[src/rtl/serial_word_tx.sv]
// serial_word_tx: parallel-to-serial shifter feeding a bit-serial detector.
// Words arrive on a valid/ready handshake and leave one bit per clock on a
// registered line. A word accepted during the final bit of the previous one
// streams with no idle cycle between them. An optional fixed idle gap can
// follow every word.
module serial_word_tx #(
   parameter int WIDTH      = 8,
   parameter bit MSB_FIRST  = 1'b1,
   parameter bit IDLE_LEVEL = 1'b1,
   parameter int GAP        = 0
) (
   input  logic             clk,
   input  logic             reset,
   input  logic [WIDTH-1:0] din,
   input  logic             din_valid,
   output logic             din_ready,
   output logic             w,
   output logic             w_valid,
   output logic             last_bit,
   output logic             busy
);

   localparam int              CW       = $clog2(WIDTH);
   localparam logic [CW-1:0]   CNT_LOAD = CW'(WIDTH - 1);
   localparam logic [CW-1:0]   CNT_ONE  = CW'(1);
   localparam bit              NO_GAP   = (GAP == 0);
   localparam int              GAP_M1   = (GAP > 0) ? GAP - 1 : 0;
   localparam logic [7:0]      GAP_LOAD = 8'(GAP_M1);

   typedef enum logic [1:0] {
      S_IDLE  = 2'd0,
      S_SHIFT = 2'd1,
      S_GAP   = 2'd2
   } state_t;

   state_t           state_q, state_d;
   logic [WIDTH-1:0] sreg_q, sreg_d;
   logic [CW-1:0]    bitcnt_q, bitcnt_d;
   logic [7:0]       gapcnt_q, gapcnt_d;
   logic             w_q, w_d;
   logic             w_valid_q, w_valid_d;
   logic             last_bit_q, last_bit_d;
   logic             accept;

   // First bit of a freshly presented word.
   function automatic logic first_bit(input logic [WIDTH-1:0] d);
      if (MSB_FIRST) first_bit = d[WIDTH-1];
      else           first_bit = d[0];
   endfunction

   // Bit that follows the one currently on w. The register still holds the
   // bit on w at its head, so the next one sits one position in.
   function automatic logic next_bit(input logic [WIDTH-1:0] s);
      if (MSB_FIRST) next_bit = s[WIDTH-2];
      else           next_bit = s[1];
   endfunction

   // Advance the register by one position, filling the vacated end with 0.
   function automatic logic [WIDTH-1:0] shift_once(input logic [WIDTH-1:0] s);
      if (MSB_FIRST) shift_once = {s[WIDTH-2:0], 1'b0};
      else           shift_once = {1'b0, s[WIDTH-1:1]};
   endfunction

   // A new word may enter from IDLE, or during the final bit when no gap follows.
   assign din_ready = (state_q == S_IDLE) ||
                      ((state_q == S_SHIFT) && (bitcnt_q == '0) && NO_GAP);
   assign accept    = din_valid && din_ready;

   // Next-state and registered-output logic for the shifter FSM.
   always_comb begin
      state_d    = state_q;
      sreg_d     = sreg_q;
      bitcnt_d   = bitcnt_q;
      gapcnt_d   = gapcnt_q;
      w_d        = w_q;
      w_valid_d  = w_valid_q;
      last_bit_d = last_bit_q;

      if (accept) begin
         // Load a new word; its first bit goes straight onto w.
         state_d    = S_SHIFT;
         sreg_d     = din;
         bitcnt_d   = CNT_LOAD;
         w_d        = first_bit(din);
         w_valid_d  = 1'b1;
         last_bit_d = 1'b0;
      end else begin
         case (state_q)
            S_IDLE: begin
               w_d        = IDLE_LEVEL;
               w_valid_d  = 1'b0;
               last_bit_d = 1'b0;
            end
            S_SHIFT: begin
               if (bitcnt_q != '0) begin
                  sreg_d     = shift_once(sreg_q);
                  w_d        = next_bit(sreg_q);
                  bitcnt_d   = bitcnt_q - CNT_ONE;
                  last_bit_d = (bitcnt_q == CNT_ONE);
               end else begin
                  // Final bit was on w and nothing follows immediately.
                  state_d    = NO_GAP ? S_IDLE : S_GAP;
                  gapcnt_d   = NO_GAP ? gapcnt_q : GAP_LOAD;
                  w_d        = IDLE_LEVEL;
                  w_valid_d  = 1'b0;
                  last_bit_d = 1'b0;
               end
            end
            S_GAP: begin
               w_d        = IDLE_LEVEL;
               w_valid_d  = 1'b0;
               last_bit_d = 1'b0;
               if (gapcnt_q == 8'd0) state_d  = S_IDLE;
               else                  gapcnt_d = gapcnt_q - 8'd1;
            end
            default: begin
               // Unreachable encoding: fall back to the reset condition.
               state_d    = S_IDLE;
               sreg_d     = '0;
               bitcnt_d   = '0;
               gapcnt_d   = 8'd0;
               w_d        = IDLE_LEVEL;
               w_valid_d  = 1'b0;
               last_bit_d = 1'b0;
            end
         endcase
      end
   end

   // State and output registers, cleared asynchronously by reset.
   always_ff @(posedge clk or negedge reset) begin
      if (!reset) begin
         state_q    <= S_IDLE;
         sreg_q     <= '0;
         bitcnt_q   <= '0;
         gapcnt_q   <= 8'd0;
         w_q        <= IDLE_LEVEL;
         w_valid_q  <= 1'b0;
         last_bit_q <= 1'b0;
      end else begin
         state_q    <= state_d;
         sreg_q     <= sreg_d;
         bitcnt_q   <= bitcnt_d;
         gapcnt_q   <= gapcnt_d;
         w_q        <= w_d;
         w_valid_q  <= w_valid_d;
         last_bit_q <= last_bit_d;
      end
   end

   assign w        = w_q;
   assign w_valid  = w_valid_q;
   assign last_bit = last_bit_q;
   assign busy     = (state_q != S_IDLE);

endmodule

[config.mk]
export PLATFORM = sky130hd
export DESIGN_NAME = serial_word_tx
export DESIGN_NICKNAME = d
export VERILOG_FILES = /design/src/rtl/serial_word_tx.sv
export SDC_FILE = /design/constraint.sdc
export NUM_CORES = 1
export LEC_CHECK = 0
export ABC_CLOCK_PERIOD_IN_PS = 3200
export CAP_MARGIN = 10
export CORE_UTILIZATION = 51
export CTS_BUF_LIST = sky130_fd_sc_hd__clkbuf_8 sky130_fd_sc_hd__clkbuf_16
export DETAILED_ROUTE_END_ITERATION = 7
export PLACE_DENSITY_LB_ADDON = 0.12
export SYNTH_ARGS = -nofsm -noshare
export SYNTH_HDL_FRONTEND = slang
export SYNTH_SLANG_ARGS = --single-unit
export TNS_END_PERCENT = 10
[constraint.sdc]
create_clock -name clk -period 3.2 [get_ports clk]
set_input_delay 0.64 -clock clk [delete_from_list [all_inputs] [get_ports clk]]
set_output_delay 0.64 -clock clk [all_outputs]
set_load 0.02 [all_outputs]
== Word-level counts from Yosys, hierarchy flattened ==
Index checks and enable logic that the tools add are counted.
Word-level totals
  register bits after elaboration: 23
  bits of input ports: 11
  output and inout port bits: 5
  logic and storage cells: 54
Cells by class
  $add $sub $neg: 2
  eq/ne operators: 9
  muxes and demuxes: 21
  bitwise operators: 2
  reductions and logical operators: 13
Operators by type and width (number)
  case mux 8 bit (2 select lines): 1
  two-way mux 7 bit: 2
  case mux 7 bit (2 select lines): 1
  two-way mux 1 bit: 9
  logical NOT 8 bit: 1
  two-way mux 8 bit: 1
  subtractor 8 x 1 -> 8 bit, second input constant: 1
  two-way mux 2 bit: 3
  two-way mux 3 bit: 2
  inequality test 3 bit, second input constant: 2
  case mux 2 bit (3 select lines): 1
  case mux 3 bit (2 select lines): 1
  AND reduction 3 bit: 2
  inequality test 2 bit, second input constant: 2
  OR reduction 2 bit: 2
  == test 3 x 1 -> 1 bit, second input constant: 1
  logical NOT 3 bit: 1
  inequality test 3 x 2 -> 1 bit, second input constant: 1
  nonzero test 3 bit: 1
  subtractor 3 x 1 -> 3 bit, second input constant: 1
  == test 2 x 1 -> 1 bit, second input constant: 1
  == test 2 bit, second input constant: 1
  logical AND 1 bit: 2
  logical NOT 2 bit: 1
  other kinds (5): 6

== Depth between registers and ports, before layout ==
  word-level depth: 6
  depth in mapped cells: 6
  depth with buffers taken out: 5

== Worst setup path after synthesis ==
Ideal clock, no wire load.
  path type: flip-flop to output port
  from: register bitcnt_q[0]
  to: output din_ready
  arrival: 1.055 ns
  required time: 2.560 ns
  path slack: 1.505 ns
  stages on the path, launching flop included: 6
  buffers on the path: 1
  cell sequence: dfrtp_1 -> inv_1 -> ha_1 -> inv_1 -> o21ai_4 -> buf_6
On the way
  word-level cells in the longest chain between the ends: 3
RTL lines
  from (decl): line 38  | logic [CW-1:0] bitcnt_q, bitcnt_d;
  from (signal assigned): line 143  | bitcnt_q <= bitcnt_d;
  logical NOT 3 bit: line 66  | ((state_q == S_SHIFT) && (bitcnt_q == '0) && NO_GAP);
  logical AND 1 bit: line 66
  logical OR 1 bit: line 65  | assign din_ready = (state_q == S_IDLE) ||
  to (decl): line 16  | output logic din_ready,
Every way passes these cells.

== Final worst setup path ==
Same ends and word-level chain as after synthesis.

==> impl_metrics.py <==
metrics = {
    "power": {
        "p_per_area_mw_per_mm2": 836,
        "ir_drop_mv": 0.394,
        "power.share.sequential_pct": 39.6,
        "p_sw_share_pct": 34.1,
        "power_frac_clock_pct": 19.4,
        "combPwrFrac_pct": 41.0,
        "p_leak_uw": 0.000407,
        "p_int_uw": 491,
        "power_switching_uw": 255,
    },
    "final_layout": {
        "layout_common_cells": "15 x clkdlybuf4s50_1, 14 x mux2i_1, 13 x dfrtp_1",
        "design_area_um2": 892,
        "layout_commonest_cell": "clkdlybuf4s50_1",
        "drive_gt1_share_pct": 12.2,
        "syn2layout_area_growth_pct": 27.8,
        "fin_nets": 89,
        "stdcell_count": 88,
        "fin_util_pct": 75.2,
        "diodes": 0,
        "nFillCells": 94,
    },
    "synth": {
        "synthAdderAreaFrac_pct": 5.38,
        "synthTopCellsByArea": "dfrtp_1 47%, mux2i_1 20%, ha_1 5.4%",
        "yosys_register_bits": 14,
        "synth_xor_area_share_pct": 0,
        "ys_warn_count": 0,
        "synth_mux_area_share_pct": 24.9,
        "synth.avg_cell_area_um2": 12.2,
        "seq_area_frac_synth_pct": 50.4,
        "synth-compound-area-share_pct": 5.20,
        "synth_area_um2": 698,
        "synth_top_area_share_pct": 46.6,
        "synthesis.instances": 57,
        "ys_types": 18,
        "synthSimpleGateAreaFrac_pct": 8.78,
        "synth_top_family_by_area": "multiplexers",
        "yosysTopAreaCell": "dfrtp_1",
        "syn_nets": 71,
    },
    "timing": {
        "timing_hold_violations_final": 0,
        "finClkSkew_ns": 0.00444,
        "finalWorstPathRequiredPeriod_ns": 2.40,
        "finalSetupViolations": 0,
        "tightest_slew_ns": 0.600,
        "rsz0062_at_grt": "false",
        "fmax_mhz": 417,
        "slew_viol_final": 0,
        "slew_headroom_pct": 59.9,
        "min_period_over_period_pct": 74.9,
        "fin_tns_setup_ns": 0,
    },
    "place": {
        "numPortBuffers": 15,
        "gp_congestion": 0.691,
        "hpwl_um": 795,
        "place_inst": 84,
        "placed_area_um2": 847,
    },
    "detailed_routing": {
        "drtIter0Drc": 4,
        "drc_errors": 0,
        "routed_wl_mm": 1.21,
        "wl_met1_um": 565,
        "wl_met2_um": 555,
        "detail-route-antenna-nets": 0,
        "dr_total_vias": 458,
        "wire_per_inst_um": 13.7,
        "wl_met3_um": 75,
        "via_per_inst": 5.20,
        "dr.max_layer_used": "met4",
        "first_pass_iters": 4,
    },
    "clocking": {
        "ctsResizeCount": 0,
        "clock-sinks": 14,
        "postCtsHoldBufs": 0,
        "htreeDepth": 1,
        "cts_tree": "done",
        "ctsLongestPathBuffers": 2,
        "cts_buffers": 3,
        "clk_pin_slew_ns": 0.06,
        "clockRootBuffer": "clkbuf_8",
        "post_cts_buffers": 0,
        "clock_latency_ns": 0.24,
    },
    "grt": {
        "grt_use_total_pct": 21.3,
        "grt_max_degree": 15,
        "antenna_found_initial": 0,
        "first_global_vias": 470,
        "overflow": 0,
        "grt_pass1_wl_mm": 2.08,
    },
    "die": {
        "placementRows": 12,
        "die-area_mm2": 0.00152,
        "pin_count": 16,
        "die_h_um": 39,
        "start_util_pct": 58.9,
        "core_area_mm2": 0.00119,
        "die_w_um": 39,
    },
    "min_path": {
        "hp-class": "reg2reg",
    },
    "run": {
        "drv_cap": 0,
    },
    "critical_path": {
        "crit_required_ns": 2.56,
        "crit_path_end_kind": "output pin",
        "path_max_fanout": 4,
        "critPathKind": "reg2out",
        "path_cells": "inv_1, ha_1, inv_1, o21ai_4, clkdlybuf4s50_1",
        "cp.arrival_ns": 1.76,
        "critPathSlowestCell": "clkdlybuf4s50_1",
        "start_kind": "flip-flop",
        "slowest_delay_ns": 0.64,
        "cpMostUsedCell": "inv_1",
    },
    "run_status": {
        "status": "finished, final reports clean",
    },
}
[per-stage QoR]
stage          setup slack [ns]  hold WS, ns  power, µW
3_3_place_gp               1.06        0.489        596
6_report                  0.804        0.505        746
4_1_cts                   0.789        0.505        758
5_1_grt                   0.711        0.522        800
3_5_place_dp               1.04        0.491        605
2_1_floorplan              1.50        0.344        513
[worst paths after layout]
path / end / slack, ns / cells after the start / from
setup / recovery: din_ready / 0.80 / 5 / bitcnt_q[0]
hold / removal: w / 0.50 / 1 / sreg_q[6]
setup reg to reg: w_valid / 1.61 / 6 / bitcnt_q[0]
hold reg to reg: w / 0.50 / 1 / sreg_q[6]
max in group asynchronous: sreg_q[3] / 2.03 / 1 / reset
min in group asynchronous: sreg_q[6] / 0.77 / 1 / reset
[power by group through the flow]
stage | clock network [µW] | registers (µW) | logic (µW)
5_1_grt | 155 | 305 | 339
3_5_place_dp | 0 | 298 | 307
2_1_floorplan | 0 | 307 | 206
3_3_place_gp | 0 | 298 | 298
4_1_cts | 151 | 297 | 311
6_report | 145 | 295 | 305
[routing by layer]
layer / vias to the layer above / GRT usage [%]
met3: 2 / 5.78
met2: 15 / 32.9
li1: 228 / -
met1: 213 / 27.3
met5: - / 0
met4: 0 / 10.3
[registers in the layout, indices dropped and copies added, names as in the netlist]
signal,cells
last_bit,1
w,1
sreg_q,7
state_q,1
w_valid,1
bitcnt_q,3
[critical path, delay by kind of cell, from the launching register on]
| kind | cells | cell delay, ns |
|---|---|---|
| compound gates | 1 | 0.14 |
| fa+ha+maj | 1 | 0.16 |
| buf+inv | 3 | 0.81 |
| flops | 1 | 0.40 |
[synth_stat cells (all sizes together)]
cell type   n
a211oi      1
a21o        1
a21oi       1
and2        1
buf         3
dfrtp      13
dfstp       1
ha          3
inv         3
mux2        3
mux2i      14
nand2       6
nand2b      2
nor2        2
nor3        1
nor3b       1
o21ai       1
[layout make-up]
class                   instances  area (µm²)  share of cell area (%)
multi-input cells              37         309                    34.6
clock inverters                 1        3.75                   0.421
inverters                       3        11.3                    1.26
clock buffers                   3        41.3                    4.63
well taps                      14        17.5                    1.96
flip-flops and latches         14         352                    39.4
repair buffers                 16         158                    17.7
[logic make-up (layout without fill, tap and decap cells)]
logic type,Yosys count,count (layout)
AOI/OAI and AO/OA,4,4
and+or+nand+nor,13,13
DFF,14,14
buffers and inverters,6,23
muxes,17,17
adders and majority gates,3,3
(Power assumes the default switching activity.)
